### src/rtl/rv32i_instr_encoder_if.sv
// ---------------------------------------------------------------------------
// rv32i_instr_encoder_if
// Field-beat input channel and encoded-word output channel of the RV32I
// instruction encoder.
//
// Handshake: a transfer happens on a rising clk edge where valid && ready are
// both high. A source holds valid and its payload stable until that edge.
// ready may depend on the sink's own state but never on valid.
//
// Modports:
//   master : producer of field beats and consumer of encoded words (bench, boot code)
//   slave  : the encoder itself
// Signals:
//   in_valid/in_ready, in_fmt, in_funct3, in_funct7, in_rd, in_rs1, in_rs2,
//   in_imm, in_last                 field beat channel
//   out_valid/out_ready, out_instr, out_addr, out_last   encoded word channel
// ---------------------------------------------------------------------------
interface rv32i_instr_encoder_if #(
    parameter int ADDR_W = 9
);
    logic              in_valid;
    logic              in_ready;
    logic [2:0]        in_fmt;
    logic [2:0]        in_funct3;
    logic [6:0]        in_funct7;
    logic [4:0]        in_rd;
    logic [4:0]        in_rs1;
    logic [4:0]        in_rs2;
    logic [31:0]       in_imm;
    logic              in_last;

    logic              out_valid;
    logic              out_ready;
    logic [31:0]       out_instr;
    logic [ADDR_W-1:0] out_addr;
    logic              out_last;

    modport master (
        output in_valid, in_fmt, in_funct3, in_funct7, in_rd, in_rs1, in_rs2,
               in_imm, in_last, out_ready,
        input  in_ready, out_valid, out_instr, out_addr, out_last
    );

    modport slave (
        input  in_valid, in_fmt, in_funct3, in_funct7, in_rd, in_rs1, in_rs2,
               in_imm, in_last, out_ready,
        output in_ready, out_valid, out_instr, out_addr, out_last
    );
endinterface

### src/rtl/rv32i_instr_encoder.sv
// ---------------------------------------------------------------------------
// rv32i_instr_encoder
// Streaming RV32I instruction encoder / program loader. Decoded fields arrive
// as beats on bus.in_*; each legal beat is packed into a 32-bit R/I/S/B/J word
// and presented on bus.out_* one cycle later together with an auto-
// incrementing word address, ready to be written into instruction memory.
//
// Ports:
//   clk, reset  system clock, synchronous active-high reset
//   start       single-cycle pulse, restarts loading when in DONE
//   bus         rv32i_instr_encoder_if.slave (field beats in, words out)
//   done        high while the FSM is in DONE
//   err         sticky: reserved fmt, misaligned B/J immediate, address wrap
//   count       output handshakes since reset/start, saturating
//   fsm_state   current FSM state (0 LOAD, 1 DRAIN, 2 DONE)
// ---------------------------------------------------------------------------
module rv32i_instr_encoder #(
    parameter int                ADDR_W    = 9,
    parameter logic [ADDR_W-1:0] BASE_ADDR = '0
) (
    input  logic               clk,
    input  logic               reset,
    input  logic               start,
    rv32i_instr_encoder_if.slave bus,
    output logic               done,
    output logic               err,
    output logic [ADDR_W:0]    count,
    output logic [1:0]         fsm_state
);
    localparam logic [6:0] OP_R      = 7'b0110011;
    localparam logic [6:0] OP_I_ALU  = 7'b0010011;
    localparam logic [6:0] OP_LOAD   = 7'b0000011;
    localparam logic [6:0] OP_STORE  = 7'b0100011;
    localparam logic [6:0] OP_BRANCH = 7'b1100011;
    localparam logic [6:0] OP_JAL    = 7'b1101111;
    localparam logic [6:0] OP_JALR   = 7'b1100111;

    localparam logic [2:0] FMT_R      = 3'd0;
    localparam logic [2:0] FMT_I_ALU  = 3'd1;
    localparam logic [2:0] FMT_LOAD   = 3'd2;
    localparam logic [2:0] FMT_STORE  = 3'd3;
    localparam logic [2:0] FMT_BRANCH = 3'd4;
    localparam logic [2:0] FMT_JAL    = 3'd5;
    localparam logic [2:0] FMT_JALR   = 3'd6;
    localparam logic [2:0] FMT_RSVD   = 3'd7;

    typedef enum logic [1:0] {
        S_LOAD  = 2'd0,
        S_DRAIN = 2'd1,
        S_DONE  = 2'd2
    } state_t;

    state_t            state;
    logic              out_valid_q;
    logic [31:0]       out_instr_q;
    logic [ADDR_W-1:0] out_addr_q;
    logic              out_last_q;
    logic [ADDR_W-1:0] next_addr;   // address the next emitted word will take

    logic [31:0]       enc_word;
    logic              accept;
    logic              out_fire;
    logic              bad_fmt;
    logic              misaligned;

    assign fsm_state     = state;
    assign bus.out_valid = out_valid_q;
    assign bus.out_instr = out_instr_q;
    assign bus.out_addr  = out_addr_q;
    assign bus.out_last  = out_last_q;

    // A beat may enter whenever the single output register is empty or is
    // being drained in the same cycle, giving full throughput.
    assign bus.in_ready = (state == S_LOAD) && (!out_valid_q || bus.out_ready);
    assign accept       = bus.in_valid && bus.in_ready;
    assign out_fire     = out_valid_q && bus.out_ready;

    assign bad_fmt    = (bus.in_fmt == FMT_RSVD);
    assign misaligned = ((bus.in_fmt == FMT_BRANCH) || (bus.in_fmt == FMT_JAL))
                        && bus.in_imm[0];

    // Immediate bits above bit 20 never reach any format.
    logic unused_imm;
    assign unused_imm = &{1'b0, bus.in_imm[31:21]};

    always_comb begin
        enc_word = '0;
        case (bus.in_fmt)
            FMT_R: begin
                enc_word = {bus.in_funct7, bus.in_rs2, bus.in_rs1,
                            bus.in_funct3, bus.in_rd, OP_R};
            end
            FMT_I_ALU: begin
                // Shifts carry funct7 in the upper bits and a 5-bit shamt.
                if ((bus.in_funct3 == 3'b001) || (bus.in_funct3 == 3'b101)) begin
                    enc_word = {bus.in_funct7, bus.in_imm[4:0], bus.in_rs1,
                                bus.in_funct3, bus.in_rd, OP_I_ALU};
                end else begin
                    enc_word = {bus.in_imm[11:0], bus.in_rs1,
                                bus.in_funct3, bus.in_rd, OP_I_ALU};
                end
            end
            FMT_LOAD: begin
                enc_word = {bus.in_imm[11:0], bus.in_rs1,
                            bus.in_funct3, bus.in_rd, OP_LOAD};
            end
            FMT_STORE: begin
                enc_word = {bus.in_imm[11:5], bus.in_rs2, bus.in_rs1,
                            bus.in_funct3, bus.in_imm[4:0], OP_STORE};
            end
            FMT_BRANCH: begin
                enc_word = {bus.in_imm[12], bus.in_imm[10:5], bus.in_rs2,
                            bus.in_rs1, bus.in_funct3, bus.in_imm[4:1],
                            bus.in_imm[11], OP_BRANCH};
            end
            FMT_JAL: begin
                enc_word = {bus.in_imm[20], bus.in_imm[10:1], bus.in_imm[11],
                            bus.in_imm[19:12], bus.in_rd, OP_JAL};
            end
            FMT_JALR: begin
                enc_word = {bus.in_imm[11:0], bus.in_rs1, 3'b000,
                            bus.in_rd, OP_JALR};
            end
            default: enc_word = '0;
        endcase
    end

    always_ff @(posedge clk) begin
        if (reset) begin
            state       <= S_LOAD;
            out_valid_q <= 1'b0;
            out_instr_q <= '0;
            out_addr_q  <= BASE_ADDR;
            out_last_q  <= 1'b0;
            next_addr   <= BASE_ADDR;
            done        <= 1'b0;
            err         <= 1'b0;
            count       <= '0;
        end else begin
            if (out_fire) begin
                out_valid_q <= 1'b0;
                if (count != '1) begin
                    count <= count + 1'b1;
                end
            end

            if (accept) begin
                if (bad_fmt) begin
                    // Beat consumed and dropped; address does not advance.
                    err <= 1'b1;
                end else begin
                    out_valid_q <= 1'b1;
                    out_instr_q <= enc_word;
                    out_addr_q  <= next_addr;
                    out_last_q  <= bus.in_last;
                    next_addr   <= next_addr + 1'b1;
                    if ((next_addr == '1) || misaligned) begin
                        err <= 1'b1;
                    end
                end
            end

            case (state)
                S_LOAD: begin
                    if (accept && bus.in_last) begin
                        state <= S_DRAIN;
                    end
                end
                S_DRAIN: begin
                    // No new beats can enter here, so whatever is held is the
                    // final word; leave once it is gone or leaving this cycle.
                    if (!out_valid_q || bus.out_ready) begin
                        state <= S_DONE;
                        done  <= 1'b1;
                    end
                end
                S_DONE: begin
                    if (start) begin
                        state      <= S_LOAD;
                        done       <= 1'b0;
                        err        <= 1'b0;
                        count      <= '0;
                        next_addr  <= BASE_ADDR;
                        out_addr_q <= BASE_ADDR;
                    end
                end
                default: begin
                    state <= S_LOAD;
                    done  <= 1'b0;
                end
            endcase
        end
    end
endmodule

### src/flat_wrapper.sv
// flat-port wrapper written by rule: the top's interface ports become plain ports
module rv32i_instr_encoder_flat 
#(
    parameter int                ADDR_W    = 9,
    parameter logic [ADDR_W-1:0] BASE_ADDR = '0
)
  (clk, reset, start, done, err, count, fsm_state, bus_in_valid, bus_in_fmt, bus_in_funct3, bus_in_funct7, bus_in_rd, bus_in_rs1, bus_in_rs2, bus_in_imm, bus_in_last, bus_out_ready, bus_in_ready, bus_out_valid, bus_out_instr, bus_out_addr, bus_out_last);
  rv32i_instr_encoder_if #(.ADDR_W(ADDR_W)) bus_i ();
  input  logic clk;
  input  logic reset;
  input  logic start;
  output logic done;
  output logic err;
  output logic [ADDR_W:0] count;
  output logic [1:0] fsm_state;
  input wire logic [$bits(bus_i.in_valid)-1:0] bus_in_valid;
  input wire logic [$bits(bus_i.in_fmt)-1:0] bus_in_fmt;
  input wire logic [$bits(bus_i.in_funct3)-1:0] bus_in_funct3;
  input wire logic [$bits(bus_i.in_funct7)-1:0] bus_in_funct7;
  input wire logic [$bits(bus_i.in_rd)-1:0] bus_in_rd;
  input wire logic [$bits(bus_i.in_rs1)-1:0] bus_in_rs1;
  input wire logic [$bits(bus_i.in_rs2)-1:0] bus_in_rs2;
  input wire logic [$bits(bus_i.in_imm)-1:0] bus_in_imm;
  input wire logic [$bits(bus_i.in_last)-1:0] bus_in_last;
  input wire logic [$bits(bus_i.out_ready)-1:0] bus_out_ready;
  output wire logic [$bits(bus_i.in_ready)-1:0] bus_in_ready;
  output wire logic [$bits(bus_i.out_valid)-1:0] bus_out_valid;
  output wire logic [$bits(bus_i.out_instr)-1:0] bus_out_instr;
  output wire logic [$bits(bus_i.out_addr)-1:0] bus_out_addr;
  output wire logic [$bits(bus_i.out_last)-1:0] bus_out_last;
  assign bus_i.in_valid = bus_in_valid;
  assign bus_i.in_fmt = bus_in_fmt;
  assign bus_i.in_funct3 = bus_in_funct3;
  assign bus_i.in_funct7 = bus_in_funct7;
  assign bus_i.in_rd = bus_in_rd;
  assign bus_i.in_rs1 = bus_in_rs1;
  assign bus_i.in_rs2 = bus_in_rs2;
  assign bus_i.in_imm = bus_in_imm;
  assign bus_i.in_last = bus_in_last;
  assign bus_i.out_ready = bus_out_ready;
  assign bus_in_ready = bus_i.in_ready;
  assign bus_out_valid = bus_i.out_valid;
  assign bus_out_instr = bus_i.out_instr;
  assign bus_out_addr = bus_i.out_addr;
  assign bus_out_last = bus_i.out_last;
  rv32i_instr_encoder #(.ADDR_W(ADDR_W), .BASE_ADDR(BASE_ADDR)) u_core (.clk(clk), .reset(reset), .start(start), .bus(bus_i), .done(done), .err(err), .count(count), .fsm_state(fsm_state));
endmodule
### config.mk
export PLATFORM = sky130hd
export DESIGN_NAME = rv32i_instr_encoder_flat
export DESIGN_NICKNAME = d
export VERILOG_FILES = /design/src/rtl/rv32i_instr_encoder_if.sv /design/src/rtl/rv32i_instr_encoder.sv /design/src/flat_wrapper.sv
export SDC_FILE = /design/constraint.sdc
export NUM_CORES = 1
export LEC_CHECK = 0
export ABC_AREA = 1
export ABC_CLOCK_PERIOD_IN_PS = 2100
export BUFFER_PORTS_ARGS = -buffer_cell sky130_fd_sc_hd__buf_2
export CELL_PAD_IN_SITES_DETAIL_PLACEMENT = 1
export CELL_PAD_IN_SITES_GLOBAL_PLACEMENT = 2
export CORE_MARGIN = 8
export CORE_UTILIZATION = 25
export DETAILED_ROUTE_END_ITERATION = 10
export PLACE_DENSITY = 0.83
export REMOVE_ABC_BUFFERS = 1
export SYNTH_ARGS = -nofsm -noshare
export SYNTH_HDL_FRONTEND = slang
export SYNTH_SLANG_ARGS = --single-unit
### constraint.sdc
create_clock -name clk -period 2.1 [get_ports clk]
set_clock_uncertainty 0.2 [all_clocks]
set_input_delay 0.42 -clock clk [delete_from_list [all_inputs] [get_ports clk]]
set_output_delay 0.42 -clock clk [all_outputs]
set_load 0.03 [all_outputs]
## Word-level counts from Yosys, hierarchy flattened

Cells that the tools add are included.

- Logic and storage cells: 73
- Register bits after elaboration: 66
- Input port bits: 66

- Bitwise logic cells: 2
- Equality and inequality tests: 16
- Muxes and demuxes: 29
- Add/subtract/negate cells: 2
- Reduce and logical (&&, ||, !) cells: 15

Operators by type and width:

| cell | number |
|---|---|
| $pmux W32 S7 | 1 |
| $mux W9 | 8 |
| $mux W10 | 4 |
| $mux W32 | 1 |
| $eq A3 B3 Y1 const B | 5 |
| $add A10 B1 Y10 const B | 1 |
| $mux W1 | 10 |
| $ne A10 B10 Y1 const B | 1 |
| $add A9 B1 Y9 const B | 1 |
| $eq A9 B9 Y1 const B | 1 |
| $eq A3 B1 Y1 const B | 2 |
| $eq A3 B2 Y1 const B | 2 |
| $mux W2 | 3 |
| $pmux W2 S3 | 1 |
| $reduce_and A3 Y1 | 2 |
| $logic_and A1 B1 Y1 | 5 |
| $logic_or A1 B1 Y1 | 4 |
| $ne A2 B2 Y1 const B | 2 |
| $logic_not A3 Y1 | 1 |
| $pmux W1 S3 | 1 |
| $eq A2 B1 Y1 const B | 1 |
| $eq A2 B2 Y1 const B | 1 |
| $logic_not A2 Y1 | 1 |
| $ne A2 B1 Y1 const B | 1 |
| 3 further kinds | 4 |

## Longest topological paths before layout

- Depth after elaboration: 9
- Gate-level depth with buffers: 10
- Gate-level depth less buffers: 10

## Worst setup path after synthesis

Ideal clock, no wire load.

- Path kind: flip-flop to flip-flop
- Start: reg u_core.count[0]
- End: reg u_core.count[0]
- Setup slack: 0.280 ns
- Stages on the path, launching flop included: 9
- Data required time: 1.763 ns
- Arrival time: 1.483 ns
- Buffers on the path: 0
- Setup time: 0.137 ns
- Cells stage by stage: dfxtp_1 > ha_1 > nand2_1 > inv_1 > nand3_1 > nand2_1 > inv_1 > o21ai_0 > a21oi_1

- Cells in the longest elaborated chain, start to end: 5
- Elaborated cells between the ends (all ways): 6

Ends and longest elaborated chain:

| item | RTL line | text |
|---|---|---|
| start, declared | rv32i_instr_encoder.sv:27 | `output logic [ADDR_W:0] count,` |
| start signal, assigned | rv32i_instr_encoder.sv:143 | `count <= count + 1'b1;` |
| $add A10 B1 Y10 or $ne A10 B10 Y1 (tied branches) | rv32i_instr_encoder.sv:143, rv32i_instr_encoder.sv:142 |  |
| $mux W10 | rv32i_instr_encoder.sv:142 | `if (count != '1) begin` |
| $mux W10 * | rv32i_instr_encoder.sv:140 | `if (out_fire) begin` |
| $mux W10 | rv32i_instr_encoder.sv:178 | `if (start) begin` |
| $mux W10 * | rv32i_instr_encoder.sv:163 | `case (state)` |

Mark *: on every way between the ends. The rest lies on a longest branch, timed or not.
A chain may end at the register's enable or synchronous reset.

## Final worst setup path

- Start: reg u_core.next_addr[1]
- End: reg u_core.next_addr[8]

- Cells in the longest elaborated chain, start to end: 5

Ends and longest elaborated chain:

| item | RTL line | text |
|---|---|---|
| start, declared | rv32i_instr_encoder.sv:58 | `logic [ADDR_W-1:0] next_addr;` |
| start signal, assigned | rv32i_instr_encoder.sv:156 | `next_addr <= next_addr + 1'b1;` |
| $add A9 B1 Y9 * | rv32i_instr_encoder.sv:156 |  |
| $mux W9 * | rv32i_instr_encoder.sv:148 | `if (bad_fmt) begin` |
| $mux W9 * | rv32i_instr_encoder.sv:147 | `if (accept) begin` |
| $mux W9 | rv32i_instr_encoder.sv:178 |  |
| $mux W9 * | rv32i_instr_encoder.sv:163 |  |

Marks and branches as above.

==> results.cfg <==
[status]
status = complete, no violations

[yosys]
synth-xor-area-share_pct = 1.16
synth_cell_type_count = 35
synth_compound_area_share_pct = 17.1
synth-warning-count = 0
synth_common_cells = 86 x nand2_1, 65 x dfxtp_1, 53 x nor2_1
synth.most_common_cell = nand2_1
yosysSeqAreaShare_pct = 43.0
synthesis.area_mm2 = 0.00303
synthCells = 424
synthFlopType = dfxtp_1
synth_top_family_by_area = simple AND/OR/NAND/NOR gates
synthTopCellsByArea = dfxtp_1 43%, nand2_1 11%, a21oi_1 8.4%
synth_mux_area_share_pct = 0
synth-simple-area-share_pct = 27.8
synth_async_sr_flop_share_pct = 0
synth_top_area_share_pct = 43.0
synthAdderAreaFrac_pct = 1.24
synth.ff_latch_count = 65
syn_area_per_cell_um2 = 7.14
synth_top_cell_by_area = dfxtp_1
synth_edf_count = 0

[pwr]
p_leak_nw = 1.97
max-vdd-ir-drop_v = 0.000505
p_total_mw = 3.29
powerDensity_mw_per_mm2 = 832

[clock_network]
cts_max_level = 3
cts_hold_buf = 0
cts_tree = built
cts-buffers-inserted = 9
clk_latency_ns = 0.33
cts_setup_buffers = 0
clk_path_buf_depth = 2
root_buffer = clkbuf_16
clk_pin_slew_ns = 0.05
cts_resized = 0
clkSinkCount = 65

[run]
maxCapViolCount = 0

[routing]
drtAntennaViolNets = 0
routed_wl_um = 10200
drt_first_pass_iters = 4
num_vias = 3147
remaining_drc_errors = 0
vias_per_cell = 4.57
drt_iter0_drc = 110
wl_per_cell_um = 14.8

[setup_path]
start_kind = register
cp_slowest_stage_delay_ns = 0.38
cp_common_cell = nor2_1
cp-startpoint = u_core.next_addr[1]
crit_buf_inv = 0
endpoint_kind = register
critical-path-slowest-cell = dfxtp_1
cp_cell_sequence = ha_1 > nand3_1 > nor3_1 > nand2_1 > nor2_1 > ha_1 > nor2_1 > nor2_1
crit_type = register to register
crit_fanout = 4
crit_family = simple AND/OR/NAND/NOR gates
worst_ep_arrival_time_ns = 1.86
rr_startpoint = u_core.next_addr[1]
required_ns = 2.12

[die]
die_x_um = 126
placementRows = 40
dieArea_mm2 = 0.0159
fp.dieH_um = 126
ios = 124
initial_core_util_pct = 25.4
fp.coreArea_mm2 = 0.0119

[timing]
period_needed_ns = 1.84
clock.fmax_ghz = 0.544
timing.slew.headroom_pct = 65.1
finalSetupTns_ns = 0
hold_viol = 0
finalSetupViolations = 0
grt_setup_unrepaired = false
final-max-slew-violation-count = 0
finalCritPeriodShare_pct = 87.5
tightest_slew_ns = 0.522

[finish]
area_delta_synth_final_pct = 30.9
nNetsFinal = 607
diodes = 0
drive_above_1_share_pct = 26.6
post-route-util_pct = 33.3
final_area_mm2 = 0.00396

[grt]
antenna_found_initial = 0
grt_pass1_vias = 3460
grt_max_degree = 39
grt_pass1_wl_um = 17200
track_usage_pct = 13.3
globalRouteOverflowTotal = 0

[hold_path]
hold_class = primary input to register
hp-start = bus_in_imm[5]

[placement]
placed_area_mm2 = 0.00372
gp_congestion = 0.765
numPortBuffers = 112
hpwl_um = 7670
==> through the flow <==
step / worst slack, ns / cells / hold WS (ns)
2_1_floorplan: 0.237 / 407 / 0.265
3_3_place_gp: 0.244 / 674 / 0.249
3_5_place_dp: 0.223 / 674 / 0.260
4_1_cts: 0.244 / 688 / 0.124
5_1_grt: 0.0398 / 688 / 0.129
6_report: 0.262 / 688 / 0.140
==> final timing paths <==
check,slack (ns),to,depth (start not counted)
min,0.14,u_core.bus.out_instr[25],3
max,0.26,u_core.next_addr[8],8
min reg2reg,0.26,u_core.bus.out_addr[0],2
max reg2reg,0.26,u_core.next_addr[8],8
==> cells in the final DEF, fill, tap and decap left out, types with 2 or more instances in the layout <==
cell,instances
inv_2,3
nand3_1,36
o21ai_0,35
a31oi_1,2
buf_2,112
nor2_8,2
nand2_1,86
a21oi_1,51
ha_1,3
clkbuf_1,4
xor2_1,3
nor3_1,8
a21oi_2,2
buf_4,8
clkbuf_16,9
nor2_1,53
a211oi_1,2
inv_1,42
dfxtp_1,65
==> cells by family (layout without fill, tap and decap cells) <==
family          count (synthesis)  in the layout
xor+xnor                        4              4
compound gates                 97             97
simple gates                  191            191
buf+inv                        64            181
fa+ha+maj                       3              3
flops                          65             65
==> routing by layer <==
layer  vias to the layer above  GRT usage, %  wire length (µm)
met3                         6          6.88               857
met1                      1455          14.8              4480
met2                        80          22.0              4770
met5                         -             0                 0
li1                       1606             -                 -
met4                         0          3.54                82
==> report_power, final <==
part / switching (mW) / internal (mW) / leakage (nW)
Combinational: 0.437 / 0.194 / 1.32
Clock: 0.511 / 0.784 / 0.120
Sequential: 0.0484 / 1.32 / 0.533
Total: 0.997 / 2.30 / 1.97
==> flip-flops by register name, indices dropped and copies added, names as in the netlist <==
signal                count
u_core.bus.out_addr       9
u_core.count             10
u_core.bus.out_last       1
u_core.next_addr          9
u_core.bus.out_instr     31
u_core.bus.out_valid      1
u_core.err                1
u_core.done               1
u_core.fsm_state          2
==> worst min-delay path, delay by kind of cell <==
family	cells	cell delay, ns
AND/OR/NAND/NOR	1	0.05
buffers and inverters	1	0.09
AO/OA/AOI/OAI	1	0.05
==> cell type report <==
cell class,count,area (µm²)
sequential,65,1300
clock inverter,1,5.00
timing repair buffer,120,621
clock buffer,13,240
inverter,47,179
multi-input combinational,295,1430
tap,147,184
fill,1544,7950
(Power assumes the default switching activity.)
